## src/rtl/servo_pkg.sv

```systemverilog
// Shared definitions for the servo pulse-length path: default timing and
// range constants, the controller state encoding (also used by the PWM stage
// so both sides agree on frame timing) and the range clamp helper.
package servo_pkg;

  localparam int CLK_F_DEF     = 50;
  localparam int PERIOD_US_DEF = 20000;
  localparam int MIN_US_DEF    = 1000;
  localparam int MAX_US_DEF    = 2000;
  localparam int INIT_US_DEF   = 1500;

  typedef enum logic [0:0] {
    IDLE = 1'b0,
    RAMP = 1'b1
  } servo_state_e;

  // Limit a requested pulse length to the legal [lo, hi] window.
  function automatic logic [15:0] clamp_us(input logic [15:0] val,
                                           input logic [15:0] lo,
                                           input logic [15:0] hi);
    logic [15:0] res;
    if (val < lo) begin
      res = lo;
    end else if (val > hi) begin
      res = hi;
    end else begin
      res = val;
    end
    return res;
  endfunction

endpackage

```

## src/rtl/servo_frame_tick.sv

```systemverilog
// Frame timebase: a prescaler dividing CLK down to microseconds and a
// microsecond counter spanning one servo frame. frame_tick is registered and
// is high exactly while both counters sit on their terminal counts.
module servo_frame_tick
  import servo_pkg::*;
#(
  parameter int CLK_F     = CLK_F_DEF,
  parameter int PERIOD_US = PERIOD_US_DEF
) (
  input  logic CLK,
  input  logic RST,
  output logic frame_tick
);

  localparam int PW = (CLK_F > 1) ? $clog2(CLK_F) : 1;
  localparam int UW = (PERIOD_US > 1) ? $clog2(PERIOD_US) : 1;
  localparam logic [PW-1:0] PRE_LAST = PW'(CLK_F - 1);
  localparam logic [UW-1:0] US_LAST  = UW'(PERIOD_US - 1);

  logic [PW-1:0] pre_r;
  logic [PW-1:0] pre_nx_s;
  logic [UW-1:0] us_r;
  logic [UW-1:0] us_nx_s;
  logic          tick_r;

  // Next counter values: microseconds advance only when the prescaler wraps.
  always_comb begin
    pre_nx_s = pre_r;
    us_nx_s  = us_r;
    if (pre_r == PRE_LAST) begin
      pre_nx_s = {PW{1'b0}};
      if (us_r == US_LAST) begin
        us_nx_s = {UW{1'b0}};
      end else begin
        us_nx_s = us_r + UW'(1);
      end
    end else begin
      pre_nx_s = pre_r + PW'(1);
    end
  end

  // Counter and tick registers; the tick is decoded from the next counts so it lines up with them.
  always_ff @(posedge CLK) begin
    if (RST) begin
      pre_r  <= {PW{1'b0}};
      us_r   <= {UW{1'b0}};
      tick_r <= 1'b0;
    end else begin
      pre_r  <= pre_nx_s;
      us_r   <= us_nx_s;
      tick_r <= (pre_nx_s == PRE_LAST) && (us_nx_s == US_LAST);
    end
  end

  assign frame_tick = tick_r;

endmodule

```

## src/rtl/servo_ramp.sv

```systemverilog
// Servo pulse-length controller. Accepts a target pulse length over a
// valid/ready handshake, clamps it to [MIN_US, MAX_US] and moves the
// registered pulse_len toward it only on frame boundaries.
// Build option SERVO_RAMP_LIMIT_EN: when defined, pulse_len moves at most
// STEP_US per frame; when undefined, it jumps to the target at the first
// frame boundary and STEP_US has no effect.
module servo_ramp
  import servo_pkg::*;
#(
  parameter int CLK_F     = CLK_F_DEF,
  parameter int PERIOD_US = PERIOD_US_DEF,
  parameter int MIN_US    = MIN_US_DEF,
  parameter int MAX_US    = MAX_US_DEF,
  parameter int INIT_US   = INIT_US_DEF,
  parameter int STEP_US   = 10
) (
  input  logic        CLK,
  input  logic        RST,
  input  logic [15:0] target_us,
  input  logic        target_valid,
  output logic        target_ready,
  output logic [15:0] pulse_len,
  output logic        frame_tick,
  output logic        at_target
);

  localparam logic [15:0] MIN_W  = 16'(MIN_US);
  localparam logic [15:0] MAX_W  = 16'(MAX_US);
  localparam logic [15:0] INIT_W = 16'(INIT_US);

  servo_state_e state_r;
  servo_state_e state_nx_s;
  logic [15:0]  pulse_r;
  logic [15:0]  pulse_nx_s;
  logic [15:0]  target_r;
  logic [15:0]  target_nx_s;
  logic         ready_r;
  logic         ready_nx_s;
  logic         at_target_r;
  logic         at_target_nx_s;
  logic         tick_s;

`ifdef SERVO_RAMP_LIMIT_EN
  localparam logic [15:0]        STEP_W = 16'(STEP_US);
  localparam logic signed [16:0] STEP_S = 17'(STEP_US);
  logic signed [16:0] diff_s;
  logic signed [16:0] mag_s;
`endif

  servo_frame_tick #(
    .CLK_F     (CLK_F),
    .PERIOD_US (PERIOD_US)
  ) u_frame_tick (
    .CLK        (CLK),
    .RST        (RST),
    .frame_tick (tick_s)
  );

  // State register.
  always_ff @(posedge CLK) begin
    if (RST) begin
      state_r <= IDLE;
    end else begin
      state_r <= state_nx_s;
    end
  end

  // Next state, next pulse/target values and next handshake/status flags.
  always_comb begin
    state_nx_s  = state_r;
    pulse_nx_s  = pulse_r;
    target_nx_s = target_r;
`ifdef SERVO_RAMP_LIMIT_EN
    // 17-bit signed distance so no pair of 16-bit operands can wrap.
    diff_s = $signed({1'b0, target_r}) - $signed({1'b0, pulse_r});
    if (diff_s[16]) begin
      mag_s = -diff_s;
    end else begin
      mag_s = diff_s;
    end
`endif
    case (state_r)
      IDLE: begin
        if (target_valid && ready_r) begin
          target_nx_s = clamp_us(target_us, MIN_W, MAX_W);
          state_nx_s  = RAMP;
        end else begin
          state_nx_s  = IDLE;
        end
      end
      RAMP: begin
        if (tick_s) begin
`ifdef SERVO_RAMP_LIMIT_EN
          if (mag_s <= STEP_S) begin
            pulse_nx_s = target_r;
            state_nx_s = IDLE;
          end else if (diff_s[16]) begin
            pulse_nx_s = pulse_r - STEP_W;
          end else begin
            pulse_nx_s = pulse_r + STEP_W;
          end
`else
          pulse_nx_s = target_r;
          state_nx_s = IDLE;
`endif
        end else begin
          state_nx_s = RAMP;
        end
      end
      default: begin
        state_nx_s = IDLE;
      end
    endcase
    ready_nx_s     = (state_nx_s == IDLE);
    at_target_nx_s = (state_nx_s == IDLE) && (pulse_nx_s == target_nx_s);
  end

  // Datapath and output registers; ready stays low for the first cycle after reset.
  always_ff @(posedge CLK) begin
    if (RST) begin
      pulse_r     <= INIT_W;
      target_r    <= INIT_W;
      ready_r     <= 1'b0;
      at_target_r <= 1'b1;
    end else begin
      pulse_r     <= pulse_nx_s;
      target_r    <= target_nx_s;
      ready_r     <= ready_nx_s;
      at_target_r <= at_target_nx_s;
    end
  end

  assign target_ready = ready_r;
  assign pulse_len    = pulse_r;
  assign frame_tick   = tick_s;
  assign at_target    = at_target_r;

endmodule

```

## config.mk

```make
export PLATFORM = sky130hd
export DESIGN_NAME = servo_ramp
export DESIGN_NICKNAME = d
export VERILOG_FILES = /design/src/rtl/servo_pkg.sv /design/src/rtl/servo_frame_tick.sv /design/src/rtl/servo_ramp.sv
export SDC_FILE = /design/constraint.sdc
export NUM_CORES = 1
export LEC_CHECK = 0
export CAP_MARGIN = 15
export CORE_MARGIN = 3
export CORE_UTILIZATION = 40
export DETAILED_ROUTE_END_ITERATION = 6
export GPL_TIMING_DRIVEN = 0
export SETUP_SLACK_MARGIN = 0.05
export SLEW_MARGIN = 20
export SYNTH_ARGS = -nofsm -noshare
export SYNTH_HDL_FRONTEND = slang
export SYNTH_HIERARCHICAL = 1
export SYNTH_SLANG_ARGS = --single-unit
```

## constraint.sdc

```tcl
create_clock -name CLK -period 1.8 [get_ports CLK]
set_input_delay 0.27 -clock CLK [delete_from_list [all_inputs] [get_ports CLK]]
set_output_delay 0.27 -clock CLK [all_outputs]
set_load 0.005 [all_outputs]
```

# Word-level counts from Yosys, hierarchy flattened
# Cells that the tools add are included.
classes:
  bitwise: 2
  n_eq_ne: 5
  n_addsub: 2
  magnitude_cmp: 2
  reduce_logical: 3
  muxes: 12
op_table:
  columns: ["cell", "n"]
  rows:
  - ["$mux W16", 6]
  - ["$eq A15 B15 Y1 const B", 2]
  - ["$mux W15", 2]
  - ["$eq A16 B16 Y1", 1]
  - ["$gt A16 B11 Y1 const B", 1]
  - ["$lt A16 B10 Y1 const B", 1]
  - ["$add A15 B1 Y15 const B", 1]
  - ["$eq A6 B6 Y1 const B", 2]
  - ["$add A6 B1 Y6 const B", 1]
  - ["$mux W6", 1]
  - ["$logic_and A1 B1 Y1", 3]
  - ["$mux W1", 2]
  - ["$not A1 Y1", 2]
  - ["$pmux W1 S2", 1]
word_totals:
  input_bits: 19
  ff_bits: 57

# Depth between registers and ports, before layout
# Gate-level depths: netlist of the first run.
depth:
  word_depth: 7
  mapped_depth: 9

# Hierarchy
# Netlist of the first run, hierarchy kept.
by_module_without_submodules:
  columns: ["mod", "n_inst", "cells_per_inst", "area_each_um2", "seq_area_each_um2"]
  rows:
  - ["servo_ramp", 1, 214, 1806.7, 700.7]
  - ["servo_frame_tick", 1, 149, 1271.2, 440.4]

# Worst setup path before layout of the first run
# No wires, ideal clock.
synth_timing:
  kind: "reg2reg"
  from: "register u_frame_tick.pre_r[1]"
  to: "register u_frame_tick.tick_r, in the netlist u_frame_tick/frame_tick"
  t_arrival_ns: 1.735
  stages_incl_launch_ff: 10
  setup_time_ns: 0.088
  setup_slack_ns: -0.023
  t_required_ns: 1.712
  n_path_buf: 1
  cell_sequence: "dfxtp_1 > inv_1 > ha_1 > and4bb_1 > and4_1 > buf_2 > and3_4 > nor3b_1 > o221ai_1 > nor4_2"
synth_via:
  elab_chain_len: 4
  elab_cells_between_ends: 7
synth_rtl:
  columns: ["element", "line_no", "rtl"]
  rows:
  - ["start: declaration", "servo_frame_tick.sv:20", "logic [PW-1:0] pre_r;"]
  - ["start signal: assignment", "servo_frame_tick.sv:45", "pre_r <= {PW{1'b0}};"]
  - ["start signal: assignment", "servo_frame_tick.sv:49", "pre_r <= pre_nx_s;"]
  - ["$add A6 B1 Y6 or $eq A6 B6 Y1 (tied branches)", "servo_frame_tick.sv:38, servo_frame_tick.sv:30", null]
  - ["$mux W6 or $mux W15 (tied branches)", "servo_frame_tick.sv:30", "if (pre_r == PRE_LAST) begin"]
  - ["$eq A6 B6 Y1 or $eq A15 B15 Y1 (tied branches)", "servo_frame_tick.sv:51", "tick_r <= (pre_nx_s == PRE_LAST) && (us_nx_s == US_LAST);"]
  - ["$logic_and A1 B1 Y1 (*)", "servo_frame_tick.sv:51", null]
  - ["end signal: assignment", "servo_frame_tick.sv:51", null]
  - ["end: declaration", "servo_frame_tick.sv:24", "logic tick_r;"]
# Every way passes the cells marked *; elsewhere a longest branch is shown, timed or not.
# A chain may end at the register's enable or synchronous reset.

# Worst setup path after layout of the first run
layout_timing:
  from: "input port target_us[15]"
  to: "register at_target_r, in the netlist at_target"
layout_via:
  elab_chain_len: 7
  elab_cells_between_ends: 8
layout_rtl:
  columns: ["element", "line_no", "rtl"]
  rows:
  - ["start: declaration", "servo_ramp.sv:19", "input logic [15:0] target_us,"]
  - ["$gt A16 B11 Y1", "servo_pkg.sv:24", "end else if (val > hi) begin"]
  - ["$mux W16", "servo_pkg.sv:24", null]
  - ["$mux W16 (*)", "servo_pkg.sv:22", "if (val < lo) begin"]
  - ["$mux W16 (*)", "servo_ramp.sv:84", "if (target_valid && ready_r) begin"]
  - ["$mux W16 (*)", "servo_ramp.sv:82", "case (state_r)"]
  - ["$eq A16 B16 Y1 (*)", "servo_ramp.sv:115", "at_target_nx_s = (state_nx_s == IDLE) && (pulse_nx_s == target_nx_s);"]
  - ["$logic_and A1 B1 Y1 (*)", "servo_ramp.sv:115", null]
  - ["end signal: assignment", "servo_ramp.sv:129", "at_target_r <= at_target_nx_s;"]
  - ["end: declaration", "servo_ramp.sv:39", "logic at_target_r;"]
# Marked as above.

==> flow_metrics.env, run 1 <==
export IMPL_status="finished, violations left"
export IMPL_violations="negative setup slack"
export IMPL_r2r_end="at_target"
export IMPL_cp_start_kind="primary input"
export IMPL_netlist_area_mm2=0.00308
export IMPL_cts_buffer_depth=2
export IMPL_hold_path_class="in2reg"
export IMPL_ir_drop_mv=0.490
export IMPL_cts_tree="done"
export IMPL_r2r_slack_ns=-0.17
export IMPL_synth_flop_cell="dfxtp_1"
export IMPL_dr_total_vias=3090
export IMPL_hold_buffers=0
export IMPL_grt_pass1_vias=2908
export IMPL_dp_hpwl_mm=5.84
export IMPL_setup_violations=10
export IMPL_cts_buffers=9
export IMPL_cts_sinks=57
export IMPL_yosys_warnings=6
export IMPL_dieHeight_um=93.7
export IMPL_slew_headroom_pct=61.6
export IMPL_place_inst=499
export IMPL_drc=0
export IMPL_synth_cell_type_count=66
export IMPL_cp_arrival_ns=2.23
export IMPL_final_util_pct=59.5
export IMPL_synth_edf_count=0
export IMPL_cap_violations=0
export IMPL_antenna_cells=0
export IMPL_worst_pin_slew_ns=0.577
export IMPL_coreArea_mm2=0.00737
export IMPL_final_cells=547
export IMPL_endpoint_kind="register"
export IMPL_gp_congestion=0.847
export IMPL_cp_required_ns=2.04
export IMPL_wl_per_cell_um=16.5
export IMPL_crit_fanout=3
export IMPL_netlist_instances=363
export IMPL_synthToLayoutAreaGrowth_pct=42.4
export IMPL_clk_pin_slew_worst_paths_ns=0.07
export IMPL_dieArea_mm2=0.00878
export IMPL_drt_iter0_markers=199
export IMPL_clockRootBuffer="clkbuf_8"
export IMPL_pre_cts_ws_ns=-0.787
export IMPL_routed_via_density=5.65
export IMPL_postSynthAreaPerCell_um2=8.48
export IMPL_synth_yosys_seq_area_share_pct=37.1
export IMPL_final_cell_mix="dfxtp_1, nand2_1, buf_4, nor2_1, clkdlybuf4s50_1"
export IMPL_p_leak_uw=0.00174
export IMPL_hold_ws_ns=0.259
export IMPL_fmax_mhz=503
export IMPL_power_density_mw_per_mm2=645
export IMPL_insertion_delay_ns=0.34
export IMPL_fillers=642
export IMPL_ys_ff_latch=57
export IMPL_fin_nets=465
export IMPL_setup_worst_path_start="target_us[15]"
export IMPL_cts_htree_levels=3
export IMPL_syn_nets=385
export IMPL_synth_largest_area_cell="dfxtp_1"
export IMPL_rows=31
export IMPL_firstDrtPassIters=5
export IMPL_rsz0062_at_grt="true"
export IMPL_crit_end="at_target"
export IMPL_fin_crit_sh_pct=111
export IMPL_final_hold_viol_count=0
export IMPL_async_flop_share_pct=0
export IMPL_grt_pass1_wl_mm=13.8
export IMPL_min_period_ns=1.99
export IMPL_ant_nets=0
export IMPL_synth_area_top_cells="dfxtp_1, nand2_1, nor2_1, a21oi_1, nand3_1"
export IMPL_initial_core_util_pct=41.8
export IMPL_r2r_start="state_r"
export IMPL_fin_skew_ns=0.0171
export IMPL_ff2ff_path_depth=9
export IMPL_numPortBuffers=37
export IMPL_grt_util_all_layers_pct=20.0
export IMPL_die_w_um=93.7
export IMPL_drive_gt1_share_pct=30.8
export IMPL_slew_violations=0
export IMPL_layout_commonest_cell="dfxtp_1"
export IMPL_wl_mm=9.04
export IMPL_yosysTopAreaCellShare_pct=37.1
export IMPL_fin_ws_ns=-0.189
export IMPL_path_class="in2reg"
export IMPL_io_pins=38
export IMPL_grt_max_degree=11
export IMPL_antenna_found_initial=0
export IMPL_final_cell_area_mm2=0.00438
export IMPL_overflow=0
export IMPL_placed_area_mm2=0.00361
## final cells by class
type	instances	area, um2	share of cell area, %
Sequential cell	57	1160	26.4
Buffer	16	136	3.11
Clock inverter	5	56.3	1.28
Multi-Input combinational cell	273	2100	47.9
Inverter	17	63.8	1.46
Clock buffer	11	131	3.00
Tap cell	99	124	2.83
Timing Repair Buffer	69	614	14.0
## critical path, stage by stage
cell and delay, ns:
dlygate4sd2_1 0.25, nor3_4 0.25, buf_4 0.16, o2111a_1 0.22
a211oi_4 0.06, or2_1 0.23, a2111o_1 0.43, o41ai_2 0.34
## power breakdown
group | internal, uW | switching, uW
Clock | 638 | 533
Sequential | 1280 | 21.1
Combinational | 172 | 182
Total | 2090 | 736
## how the worst min path moves through the flow
stage                      start            end  slack [ns]  depth (start not counted)
floorplan                    RST  pulse_len[15]        0.34                          1
global placement    target_r[11]  pulse_len[11]        0.46                          2
detailed placement  target_r[11]  pulse_len[11]        0.48                          2
CTS                 target_us[6]    target_r[6]        0.42                          3
global route        target_us[6]    target_r[6]        0.25                          3
finish              target_us[6]    target_r[6]        0.26                          3
## stage by stage
stage               total power (uW)  setup TNS (ns)
floorplan                       1480        -0.00757
global placement                1590           -3.41
detailed placement              1590           -4.07
CTS                             2770          -0.297
global route                    2940           -1.05
finish                          2830          -0.389
## registers in the layout (all words and copies together) (netlist names)
| name | cells |
|---|---|
| target_r | 16 |
| u_frame_tick/pre_r | 6 |
| state_r | 1 |
| u_frame_tick/frame_tick | 1 |
| u_frame_tick/us_r | 15 |
| target_ready | 1 |
| pulse_len | 16 |
| at_target | 1 |
## cell families (layout without fill, tap and decap cells)
| group | count (synthesis) | in the layout | synth area share [%] |
|---|---|---|---|
| flops | 57 | 57 | 37.1 |
| fa+ha+maj | 3 | 3 | 1.22 |
| simple gates | 167 | 167 | 30.9 |
| mux | 8 | 8 | 2.68 |
| buf+inv | 33 | 118 | 4.88 |
| compound gates | 77 | 77 | 18.1 |
| xor+xnor | 18 | 18 | 5.12 |
## layer usage
layer,vias up,GRT usage [%],wire length [um]
met2,86,30.7,4170
li1,1472,-,-
met4,0,5.05,122
met5,-,0,0
met1,1519,27.8,4250
met3,13,5.53,491
## repair_timing
item                                   in CTS  in global routing
cloned                                      0                  1
setup endpoints to repair                  22                 15
endpoints found under the hold margin       0                  0
gates resized for setup                    64                 63
pin swaps                                  17                 27
buffers inserted                           13                 18
## synthesized netlist by cell type, drive strengths merged (7+ instances only)
master,n
a21oi,19
xor2,9
o21ai,19
xnor2,9
nor2,35
nand3,19
nor3,13
dfxtp,57
clkbuf,9
buf,7
inv,17
nand2b,7
nand2,42
and3,12
Power figures use the tool's default switching activity.
==> inputs of run 2 (changes only) <==
Settings changed: TNS_END_PERCENT set to 1.
==> flow_metrics.env, run 2 (synthesized netlist as in run 1, its figures left out) <==
export IMPL_status="finished, violations left"
export IMPL_violations="negative setup slack"
export IMPL_numPortBuffers=37
export IMPL_p_leak_uw=0.00164
export IMPL_clockRootBuffer="clkbuf_8"
export IMPL_cp_required_ns=2.04
export IMPL_rows=31
export IMPL_fin_nets=453
export IMPL_drc=0
export IMPL_combPwrFrac_pct=11.1
export IMPL_cts_sinks=57
export IMPL_gp_congestion=0.915
export IMPL_slew_violations=0
export IMPL_switchingPower_uw=713
export IMPL_dr_total_vias=2978
export IMPL_io_pins=38
export IMPL_cts_buffers=9
export IMPL_dieHeight_um=93.7
export IMPL_grt_util_all_layers_pct=20.1
export IMPL_cap_violations=0
export IMPL_path_class="in2reg"
export IMPL_p_sw_share_pct=25.3
export IMPL_fin_ws_ns=-0.185
export IMPL_initial_core_util_pct=41.8
export IMPL_hold_ws_ns=0.369
export IMPL_cts_buffer_depth=2
export IMPL_routed_via_density=5.57
export IMPL_ant_nets=0
export IMPL_layout_commonest_cell="dfxtp_1"
export IMPL_insertion_delay_ns=0.34
export IMPL_min_period_ns=1.99
export IMPL_synthToLayoutAreaGrowth_pct=36.4
export IMPL_grt_pass1_vias=2803
export IMPL_clockPowerShare_pct=42.6
export IMPL_antenna_cells=0
export IMPL_cts_tree="done"
export IMPL_grt_max_degree=11
export IMPL_dieArea_mm2=0.00878
export IMPL_grt_pass1_wl_mm=13.8
export IMPL_final_hold_viol_count=0
export IMPL_setup_violations=4
export IMPL_ir_drop_mv=0.481
export IMPL_placed_area_mm2=0.00361
export IMPL_endpoint_kind="register"
export IMPL_firstDrtPassIters=4
export IMPL_power_density_mw_per_mm2=671
export IMPL_wl_mm=8.41
export IMPL_slew_headroom_pct=62.6
export IMPL_power_internal_uw=2100
export IMPL_fin_crit_sh_pct=110
export IMPL_drt_iter0_markers=153
export IMPL_hold_path_class="in2reg"
export IMPL_crit_fanout=3
export IMPL_final_cell_mix="dfxtp_1, nand2_1, nor2_1, clkdlybuf4s50_1, buf_4"
export IMPL_clk_pin_slew_worst_paths_ns=0.07
export IMPL_power_frac_seq_pct=46.3
export IMPL_die_w_um=93.7
export IMPL_antenna_found_initial=0
export IMPL_fin_skew_ns=0.0146
export IMPL_pre_cts_ws_ns=-0.755
export IMPL_worst_pin_slew_ns=0.561
export IMPL_setup_tns_ns=-0.437
export IMPL_drive_gt1_share_pct=25.0
export IMPL_rsz0062_at_grt="true"
export IMPL_wl_per_cell_um=15.7
export IMPL_cp_arrival_ns=2.22
export IMPL_cts_htree_levels=3
export IMPL_cp_start_kind="primary input"
export IMPL_fmax_mhz=504
export IMPL_fillers=683
export IMPL_coreArea_mm2=0.00737
export IMPL_final_cell_area_mm2=0.00420
export IMPL_overflow=0
export IMPL_dp_hpwl_mm=5.75
==> run 2: changes by cell type in the layout (fill, tap and decap cells not counted), moves of 3 or more <==
cell	previous run	this run
nor2_2	7	1
nor2_1	25	33
buf_4	30	20
o2111ai_2	3	0
dlygate4sd2_1	7	10
clkbuf_2	4	1
dlymetal6s2s_1	4	0
o2111ai_1	0	3
==> run 2: worst max-delay path: stages <==
cell      delay, ns
buf_4          0.13
o41ai_4        0.38
a211oi_4       0.12
buf_4          0.15
buf_6          0.11
buf_4          0.13
o41ai_4        0.30
o32a_1         0.21
o311ai_2       0.11
o41ai_2        0.32
==> run 2: layout make-up <==
class	count	area, um2	share of cell area (%)
timing repair buffer	57	517	12.3
clock inverter	5	55.1	1.31
tap	99	124	2.95
sequential	57	1150	27.4
multi-input combinational	273	2010	47.9
inverter	17	63.8	1.52
clock buffer	11	141	3.37
buffer	16	136	3.25
==> run 2: power by group through the flow <==
stage / combinational, uW / clock [uW] / sequential, uW
after CTS: 301 / 1230 / 1300
after global routing: 336 / 1290 / 1310
after floorplan: 156 / 0 / 1330
final: 312 / 1200 / 1310
after global placement: 261 / 0 / 1330
after detailed placement: 262 / 0 / 1330
==> run 2: worst paths after layout <==
path / slack [ns] / startpoint / depth (start not counted) / to
worst max register to register: -0.17 / state_r / 7 / at_target
worst max-delay path: -0.19 / target_us[2] / 10 / at_target
worst min-delay path: 0.37 / target_us[6] / 3 / target_r[6]
worst min register to register: 0.48 / target_r[11] / 2 / pulse_len[11]
==> run 2: timing repair <==
action,CTS,global route
buffers inserted,16,4
pin swaps,19,10
resized for setup,77,18
hold buffers,0,0
endpoints found under the setup margin,21,16
cloned,0,0
==> run 2: per-layer routing <==
metal / routed length, um / vias up / GRT usage, % / part of all wire [%]
li1: - / 1451 / - / -
met1: 4120 / 1431 / 28.0 / 49
met2: 3760 / 86 / 30.8 / 45
met3: 407 / 10 / 4.01 / 4.8
met4: 126 / 0 / 7.22 / 1.5
met5: 0 / - / 0 / 0
==> run 2: stage by stage <==
step / util (%) / cells / total power, uW
after floorplan: - / 363 / 1480
after global placement: 49.0 / 499 / 1590
after detailed placement: 49.0 / 499 / 1590
after CTS: 55.8 / 531 / 2840
after global routing: 57.0 / 535 / 2940
final: 57.0 / 535 / 2820
